`src/rtl/mc_pkg.sv`:
```
// Shared types and constants for the multicycle MIPS control unit.
// MC_BNE_EN adds the BNEEX state for the bne instruction.
package mc_pkg;

    typedef enum logic [3:0] {
        FETCH   = 4'd0,
        DECODE  = 4'd1,
        MEMADR  = 4'd2,
        MEMRD   = 4'd3,
        MEMWB   = 4'd4,
        MEMWR   = 4'd5,
        RTYPEEX = 4'd6,
        RTYPEWB = 4'd7,
        BEQEX   = 4'd8,
        ADDIEX  = 4'd9,
        ADDIWB  = 4'd10,
`ifdef MC_BNE_EN
        BNEEX   = 4'd12,
`endif
        JEX     = 4'd11
    } statetype_t;

    typedef enum logic [1:0] {
        ALUOP_ADD   = 2'b00,
        ALUOP_SUB   = 2'b01,
        ALUOP_FUNCT = 2'b10,
        ALUOP_RSVD  = 2'b11
    } aluop_t;

    localparam logic [5:0] OP_RTYPE = 6'b000000;
    localparam logic [5:0] OP_J     = 6'b000010;
    localparam logic [5:0] OP_BEQ   = 6'b000100;
    localparam logic [5:0] OP_BNE   = 6'b000101;
    localparam logic [5:0] OP_ADDI  = 6'b001000;
    localparam logic [5:0] OP_LW    = 6'b100011;
    localparam logic [5:0] OP_SW    = 6'b101011;

    localparam logic [5:0] FN_ADD = 6'b100000;
    localparam logic [5:0] FN_SUB = 6'b100010;
    localparam logic [5:0] FN_AND = 6'b100100;
    localparam logic [5:0] FN_OR  = 6'b100101;
    localparam logic [5:0] FN_SLT = 6'b101010;

    localparam logic [2:0] ALU_AND = 3'b000;
    localparam logic [2:0] ALU_OR  = 3'b001;
    localparam logic [2:0] ALU_ADD = 3'b010;
    localparam logic [2:0] ALU_SUB = 3'b110;
    localparam logic [2:0] ALU_SLT = 3'b111;

endpackage

```
`src/rtl/mc_controller_aludec.sv`:
```
// Combinational ALU decoder: maps aluop and R-type funct to an ALU operation.
module aludec
    import mc_pkg::*;
(
    input  aluop_t     aluop,
    input  logic [5:0] funct,
    output logic [2:0] alucontrol
);

    always_comb begin
        alucontrol = ALU_ADD;
        case (aluop)
            ALUOP_SUB: alucontrol = ALU_SUB;
            ALUOP_FUNCT: begin
                case (funct)
                    FN_SUB:  alucontrol = ALU_SUB;
                    FN_AND:  alucontrol = ALU_AND;
                    FN_OR:   alucontrol = ALU_OR;
                    FN_SLT:  alucontrol = ALU_SLT;
                    default: alucontrol = ALU_ADD;
                endcase
            end
            default: alucontrol = ALU_ADD;
        endcase
    end

endmodule

```
`src/rtl/mc_controller.sv`:
```
// Multicycle MIPS control unit: Moore main FSM plus ALU decoder.
// Define MC_BNE_EN to add bne support through the BNEEX state.
module mc_controller
    import mc_pkg::*;
(
    input  logic       clk,
    input  logic       reset,
    input  logic [5:0] op,
    input  logic [5:0] funct,
    input  logic       zero,
    output logic       pcEn,
    output logic       IorD,
    output logic       memwrite,
    output logic       IRwrite,
    output logic       regdst,
    output logic       memtoreg,
    output logic       regwrite,
    output logic       alusrcA,
    output logic [1:0] alusrcB,
    output logic [1:0] pcsrc,
    output logic [2:0] alucontrol,
    output logic [3:0] state
);

    statetype_t state_reg, state_next;
    aluop_t     aluop;
    logic       pcwrite, branch, memwrite_dec, IRwrite_dec, regwrite_dec;
    logic       branch_taken;
`ifdef MC_BNE_EN
    logic       bne;
`endif

    always_ff @(posedge clk) begin
        if (reset) state_reg <= FETCH;
        else       state_reg <= state_next;
    end

    always_comb begin
        state_next   = FETCH;
        IorD         = 1'b0;
        memwrite_dec = 1'b0;
        IRwrite_dec  = 1'b0;
        regdst       = 1'b0;
        memtoreg     = 1'b0;
        regwrite_dec = 1'b0;
        alusrcA      = 1'b0;
        alusrcB      = 2'b00;
        pcsrc        = 2'b00;
        aluop        = ALUOP_ADD;
        pcwrite      = 1'b0;
        branch       = 1'b0;
`ifdef MC_BNE_EN
        bne          = 1'b0;
`endif
        case (state_reg)
            FETCH: begin
                alusrcB     = 2'b01;
                IRwrite_dec = 1'b1;
                pcwrite     = 1'b1;
                state_next  = DECODE;
            end
            DECODE: begin
                // Precompute the branch target into aluout.
                alusrcB = 2'b11;
                case (op)
                    OP_LW, OP_SW: state_next = MEMADR;
                    OP_RTYPE:     state_next = RTYPEEX;
                    OP_BEQ:       state_next = BEQEX;
                    OP_ADDI:      state_next = ADDIEX;
                    OP_J:         state_next = JEX;
`ifdef MC_BNE_EN
                    OP_BNE:       state_next = BNEEX;
`endif
                    default:      state_next = FETCH;
                endcase
            end
            MEMADR: begin
                alusrcA    = 1'b1;
                alusrcB    = 2'b10;
                state_next = (op == OP_LW) ? MEMRD : MEMWR;
            end
            MEMRD: begin
                IorD       = 1'b1;
                state_next = MEMWB;
            end
            MEMWB: begin
                memtoreg     = 1'b1;
                regwrite_dec = 1'b1;
            end
            MEMWR: begin
                IorD         = 1'b1;
                memwrite_dec = 1'b1;
            end
            RTYPEEX: begin
                alusrcA    = 1'b1;
                aluop      = ALUOP_FUNCT;
                state_next = RTYPEWB;
            end
            RTYPEWB: begin
                regdst       = 1'b1;
                regwrite_dec = 1'b1;
            end
            BEQEX: begin
                alusrcA = 1'b1;
                aluop   = ALUOP_SUB;
                pcsrc   = 2'b01;
                branch  = 1'b1;
            end
`ifdef MC_BNE_EN
            BNEEX: begin
                alusrcA = 1'b1;
                aluop   = ALUOP_SUB;
                pcsrc   = 2'b01;
                bne     = 1'b1;
            end
`endif
            ADDIEX: begin
                alusrcA    = 1'b1;
                alusrcB    = 2'b10;
                state_next = ADDIWB;
            end
            ADDIWB: regwrite_dec = 1'b1;
            JEX: begin
                pcsrc   = 2'b10;
                pcwrite = 1'b1;
            end
            default: state_next = FETCH;
        endcase
    end

`ifdef MC_BNE_EN
    assign branch_taken = (branch & zero) | (bne & ~zero);
`else
    assign branch_taken = branch & zero;
`endif

    // Write enables are held low during reset so an abandoned instruction cannot commit.
    assign pcEn     = (pcwrite | branch_taken) & ~reset;
    assign memwrite = memwrite_dec & ~reset;
    assign IRwrite  = IRwrite_dec & ~reset;
    assign regwrite = regwrite_dec & ~reset;
    assign state    = state_reg;

    aludec u_aludec (
        .aluop      (aluop),
        .funct      (funct),
        .alucontrol (alucontrol)
    );

endmodule
```
`config.mk`:
```
export PLATFORM = sky130hd
export DESIGN_NAME = mc_controller
export DESIGN_NICKNAME = d
export VERILOG_FILES = /design/src/rtl/mc_pkg.sv /design/src/rtl/mc_controller_aludec.sv /design/src/rtl/mc_controller.sv
export SDC_FILE = /design/constraint.sdc
export NUM_CORES = 1
export LEC_CHECK = 0
export CORE_AREA = 2 2 44 42
export DETAILED_ROUTE_END_ITERATION = 7
export DIE_AREA = 0 0 46 44
export PLACE_DENSITY = 0.75
export SYNTH_ARGS = -nofsm -noshare
export SYNTH_HDL_FRONTEND = slang
export SYNTH_SLANG_ARGS = --single-unit
```
`constraint.sdc`:
```
create_clock -name clk -period 2.42 [get_ports clk]
set_input_delay 0.363 -clock clk [delete_from_list [all_inputs] [get_ports clk]]
set_output_delay 0.363 -clock clk [all_outputs]
set_load 0.005 [all_outputs]
```
# After elaboration in Yosys (flattened, before gate mapping)
# Index checks and enable logic that the tools add are counted.
dict set report op_classes {
  eq_ne 22
  muxes 17
  bitwise_logic 7
  reduce_logical 8
}
# op count
set ops {}
lappend ops {{== test 6 bit (second input constant)} 6}
lappend ops {{one-hot mux 4 bit (6 select lines)} 1}
lappend ops {{one-hot mux 4 bit (5 select lines)} 1}
lappend ops {{== test 4 x 3 -> 1 bit (second input constant)} 4}
lappend ops {{== test 4 bit (second input constant)} 4}
lappend ops {{one-hot mux 3 bit (4 select lines)} 1}
lappend ops {{two-way mux 1 bit} 9}
lappend ops {{== test 4 x 2 -> 1 bit (second input constant)} 2}
lappend ops {{one-hot mux 2 bit (2 select lines)} 2}
lappend ops {{OR reduction 2 bit} 4}
lappend ops {{== test 6 x 2 -> 1 bit (second input constant)} 1}
lappend ops {{== test 6 x 3 -> 1 bit (second input constant)} 1}
lappend ops {{== test 6 x 4 -> 1 bit (second input constant)} 1}
lappend ops {{zero test 6 bit} 1}
lappend ops {{one-hot mux 2 bit (3 select lines)} 1}
lappend ops {{one-hot mux 3 bit (2 select lines)} 1}
lappend ops {{AND 1 bit} 5}
lappend ops {{== test 4 x 1 -> 1 bit (second input constant)} 1}
lappend ops {{zero test 4 bit} 1}
lappend ops {{OR reduction 4 bit} 1}
lappend ops {{two-way mux 3 bit} 1}
lappend ops {{OR reduction 3 bit} 1}
lappend ops {{== test 2 x 1 -> 1 bit (second input constant)} 1}
lappend ops {{== test 2 bit (second input constant)} 1}
lappend ops {{2 further kinds} 2}
dict set report totals {
  regBits 4
  inputBits 15
  word_cells 55
}

# Logic depth before layout (Yosys ltp)
dict set report depth {
  depth_word 5
  mapped_depth 8
  mapped_depth_nobuf 7
}

# Cells and area by module
# From an unflattened synthesis, not the netlist that was laid out.
dict set report unflattened {
  hier_cells 79
  area_unflattened_um2 568.0
}
# mod n_inst cells_each area_each_um2 seq_area_each_um2
set modules_own_cells {}
lappend modules_own_cells {mc_controller 1 64 449.2 80.1}
lappend modules_own_cells {aludec 1 15 118.9 0.0}

# Worst setup path before layout
# OpenSTA, ideal clock, no wires.
dict set report synth_path {
  path_kind {flip-flop to output port}
  startpoint {reg state_reg[2] (netlist: state[2])}
  endpoint {out alucontrol[0]}
  t_arrival_ps 1817
  required_ps 2057
  setup_slack_ps 240
  path_stages_with_launch 9
  cell_sequence {dfxtp_1 clkbuf_1 nand2b_1 or2_2 inv_1 ha_1 inv_1 nor4_1 a32o_1}
}
dict set report synth_between {
  elab_chain_cells 4
}
# element line
set synth_rtl {}
lappend synth_rtl {{start, declared} mc_controller.sv:25} ;# statetype_t state_reg, state_next;
lappend synth_rtl {{start signal, assigned} mc_controller.sv:35} ;# else state_reg <= state_next;
lappend synth_rtl {{== test 4 bit / == test 4 x 3 -> 1 bit (equally long branches)} mc_controller.sv:55} ;# case (state_reg)
lappend synth_rtl {{one-hot mux 2 bit (2 select lines) *} mc_controller.sv:55}
lappend synth_rtl {{== test 2 bit / == test 2 x 1 -> 1 bit (equally long branches)} mc_controller_aludec.sv:12} ;# case (aluop)
lappend synth_rtl {{one-hot mux 3 bit (2 select lines) *} mc_controller_aludec.sv:12}
lappend synth_rtl {{end, declared} mc_controller.sv:21} ;# output logic [2:0] alucontrol,
# Every way passes the cells marked *; elsewhere a longest branch is shown, timed or not.

# Worst setup path after layout
dict set report layout_path {
  startpoint {reg state_reg[2] (netlist: state[2])}
  endpoint {out pcEn}
}
dict set report layout_between {
  elab_chain_cells 5
}
# element line
set layout_rtl {}
lappend layout_rtl {{== test 4 bit / zero test 4 bit (equally long branches)} mc_controller.sv:55}
lappend layout_rtl {{OR reduction 2 bit (no source line) / two-way mux 1 bit (equally long branches)} n/a}
lappend layout_rtl {{two-way mux 1 bit / AND 1 bit (equally long branches)} {mc_controller.sv:55, mc_controller.sv:134}}
lappend layout_rtl {{bitwise OR 1 bit *} mc_controller.sv:138} ;# assign pcEn = (pcwrite | branch_taken) & ~reset;
lappend layout_rtl {{AND 1 bit *} mc_controller.sv:138}
lappend layout_rtl {{end, declared} mc_controller.sv:11} ;# output logic pcEn,
# Marks and branches as above.

==> flow_summary.toml <==
[floorplanning]
core_area_um2 = 1580
die_w_um = 46
dieHeight_um = 44
rows = 14
start_util = 0.326
dieArea_um2 = 2020
io_pins = 34

[logic_synthesis]
syn_inst = 75
synthArstFlopShare = 0
synth_xor_area_frac = 0.0341
syn_nets = 93
ys_warn_count = 0
synth_simple_gate_area_share = 0.375
synth_flop_cell = "dfxtp_1"
syn_avg_cell_area_um2 = 6.86
ys_seq_elements = 4
syn-cell-area_um2 = 514
synth_compound_area_frac = 0.258
ys_seq_area_frac = 0.156
synth_top_family_by_area = "simple AND/OR/NAND/NOR gates"
synthAdderAreaFrac = 0.0730
synth_cell_type_count = 29
synthMuxAreaShare = 0.0195
synth_edf_count = 0

[layout]
drive_gt1_frac = 0.140
antenna_cells = 0
largest_reg_flops = 4
nets = 134
fillers = 142
synthToLayoutAreaGrowth_pct = 82.5

[clocking]
cts_tree = "yes"
clk_latency_ns = 0.23
cts_buffer_depth = 2
cts.clk_slew.worst_paths_ns = 0.04
cts_buffers = 3
root_buffer = "clkbuf_4"
tritoncts_num_sinks = 4
holdBufCountCts = 0
h-tree-depth = 1

[drt]
routed_via_density = 5.28
vias = 686
drt_iter0_markers = 10
ant_nets = 0
drc = 0
drt-wirelength-per-cell_um = 11.5
firstDrtPassIters = 3
drt-total-wl_mm = 1.49

[global_routing]
grt_pass1_wl_mm = 2.22
antenna_found_initial = 0
grt_use_total = 0.151
grt_max_degree = 12
gr-total-overflow = 0
grt_pass1_vias = 623

[critical_path]
cp_num_buf_inv = 2
criticalPathCategory = "flip-flop to output pin"
cp-end-kind = "output pin"
cp_slowest_stage_delay_ns = 0.52
cp_slowest_cell = "clkdlybuf4s50_1"
crit_fanout = 11
cp_data_arrival_time_ns = 1.86
start_kind = "flip-flop"
crit_chain = "buf_4, or2_2, nor4_2, o21bai_1, clkdlybuf4s50_1"
path_delay_family = "buffers and inverters"
cp.required_ns = 2.06

[sta]
rsz0062_at_grt = "no"
holdWs_ns = 0.604
slew_violations = 0
post-route-period-util = 0.918
fin_crit_ns = 2.22
worstMarginPinSlew_ns = 0.378
fmaxAchievable_mhz = 450
slew_headroom = 0.741
setup_viol = 0
fin_skew_ns = 0.00291
hold_violations = 0

[min_path]
hold_path.class = "flip-flop to flip-flop"

[power_and_ir_drop]
power.leakage_nw = 0.343
p_per_area_nw_per_um2 = 243
ir_worst_vdd_v = 0.000153
power_mw = 0.228

[place]
portBuffers = 33
finalWeightedCongestion = 0.764
hpwlAfterDp_mm = 1.17

[job]
maxCapViolations = 0

[run_status]
status = "finished clean"
==> power breakdown <==
group / total, mW / switching (mW) / internal [mW]
Clock: 0.0787 / 0.0235 / 0.0552
Combinational: 0.0802 / 0.0317 / 0.0485
Sequential: 0.0691 / 0.000739 / 0.0684
Total: 0.228 / 0.0559 / 0.172
==> final timing paths <==
check,slack (ns),start,cells after the start,endpoint
worst max register to register,0.75,state[1]$_SDFF_PP0_,5,state[2]$_SDFF_PP0_
worst min register to register,0.60,state[3]$_SDFF_PP0_,2,state[0]$_SDFF_PP0_
worst max-delay path,0.20,state[2]$_SDFF_PP0_,5,pcEn
worst min-delay path,0.60,state[3]$_SDFF_PP0_,2,state[0]$_SDFF_PP0_
==> worst min-delay path, stage by stage, from the launching register on <==
cell and delay (ns):
dfxtp_1 0.31, buf_4 0.16, a2111oi_0 0.07
==> cells in the final DEF, fill, tap and decap left out, types with 4 or more instances in the layout <==
cell,n
a21oi_1,8
buf_4,7
clkdlybuf4s50_1,30
dfxtp_1,4
inv_1,7
nand2b_1,5
nor2_1,8
o21ai_0,5
or3_1,4
==> logic make-up after synthesis <==
| kind of cell | Yosys count |
|---|---|
| multiplexers | 1 |
| XOR/XNOR | 2 |
| adder cells (fa/ha/maj) | 3 |
| AND/OR/NAND/NOR | 33 |
| flip-flops | 4 |
| AO/OA/AOI/OAI | 21 |
| buffers and inverters | 11 |
==> per-stage QoR <==
step / setup WS (ns) / setup TNS [ns] / utilization / area, µm² / cells
after global placement: 0.0897 / 0 / 0.571 / 900 / 127
after detailed placement: -0.0213 / -0.0213 / 0.571 / 900 / 127
after global routing: 0.0531 / 0 / 0.595 / 938 / 130
final: 0.199 / 0 / 0.595 / 938 / 130
after CTS: 0.114 / 0 / 0.591 / 932 / 130
after floorplan: 0.240 / 0 / - / 514 / 75
==> synthesized netlist by cell type, types with 3 or more instances <==
cell type | instances | area, µm²
ha_1 | 3 | 37.5
dfxtp_1 | 4 | 80.1
nor4_1 | 3 | 18.8
o21ai_0 | 5 | 25.0
a21oi_1 | 8 | 40.0
nor3_1 | 3 | 15.0
nor2_1 | 8 | 30.0
nand2b_1 | 5 | 31.3
or3_1 | 4 | 25.0
inv_1 | 7 | 26.3
==> per-layer routing <==
layer	GRT usage	routed length, µm
met4	0.0857	8
met3	0.0292	105
met5	0	0
met2	0.281	765
met1	0.148	613
==> area by class of cell <==
type	instances	area [µm²]	share of cell area
multi-input combinational	60	410	0.437
timing repair buffer	40	379	0.404
sequential	4	80.1	0.0853
inverter	7	26.3	0.0280
clock buffer	3	22.5	0.0240
tap	16	20.0	0.0213
==> repair_timing <==
| item | 4_1_cts | 5_1_grt |
|---|---|---|
| hold endpoints to repair | 0 | 0 |
| setup buffers | 0 | 0 |
| resized for setup | 6 | 1 |
| pin swaps | 3 | 0 |
| endpoints found under the setup margin | 3 | 1 |
Power figures use the tool's default switching activity.
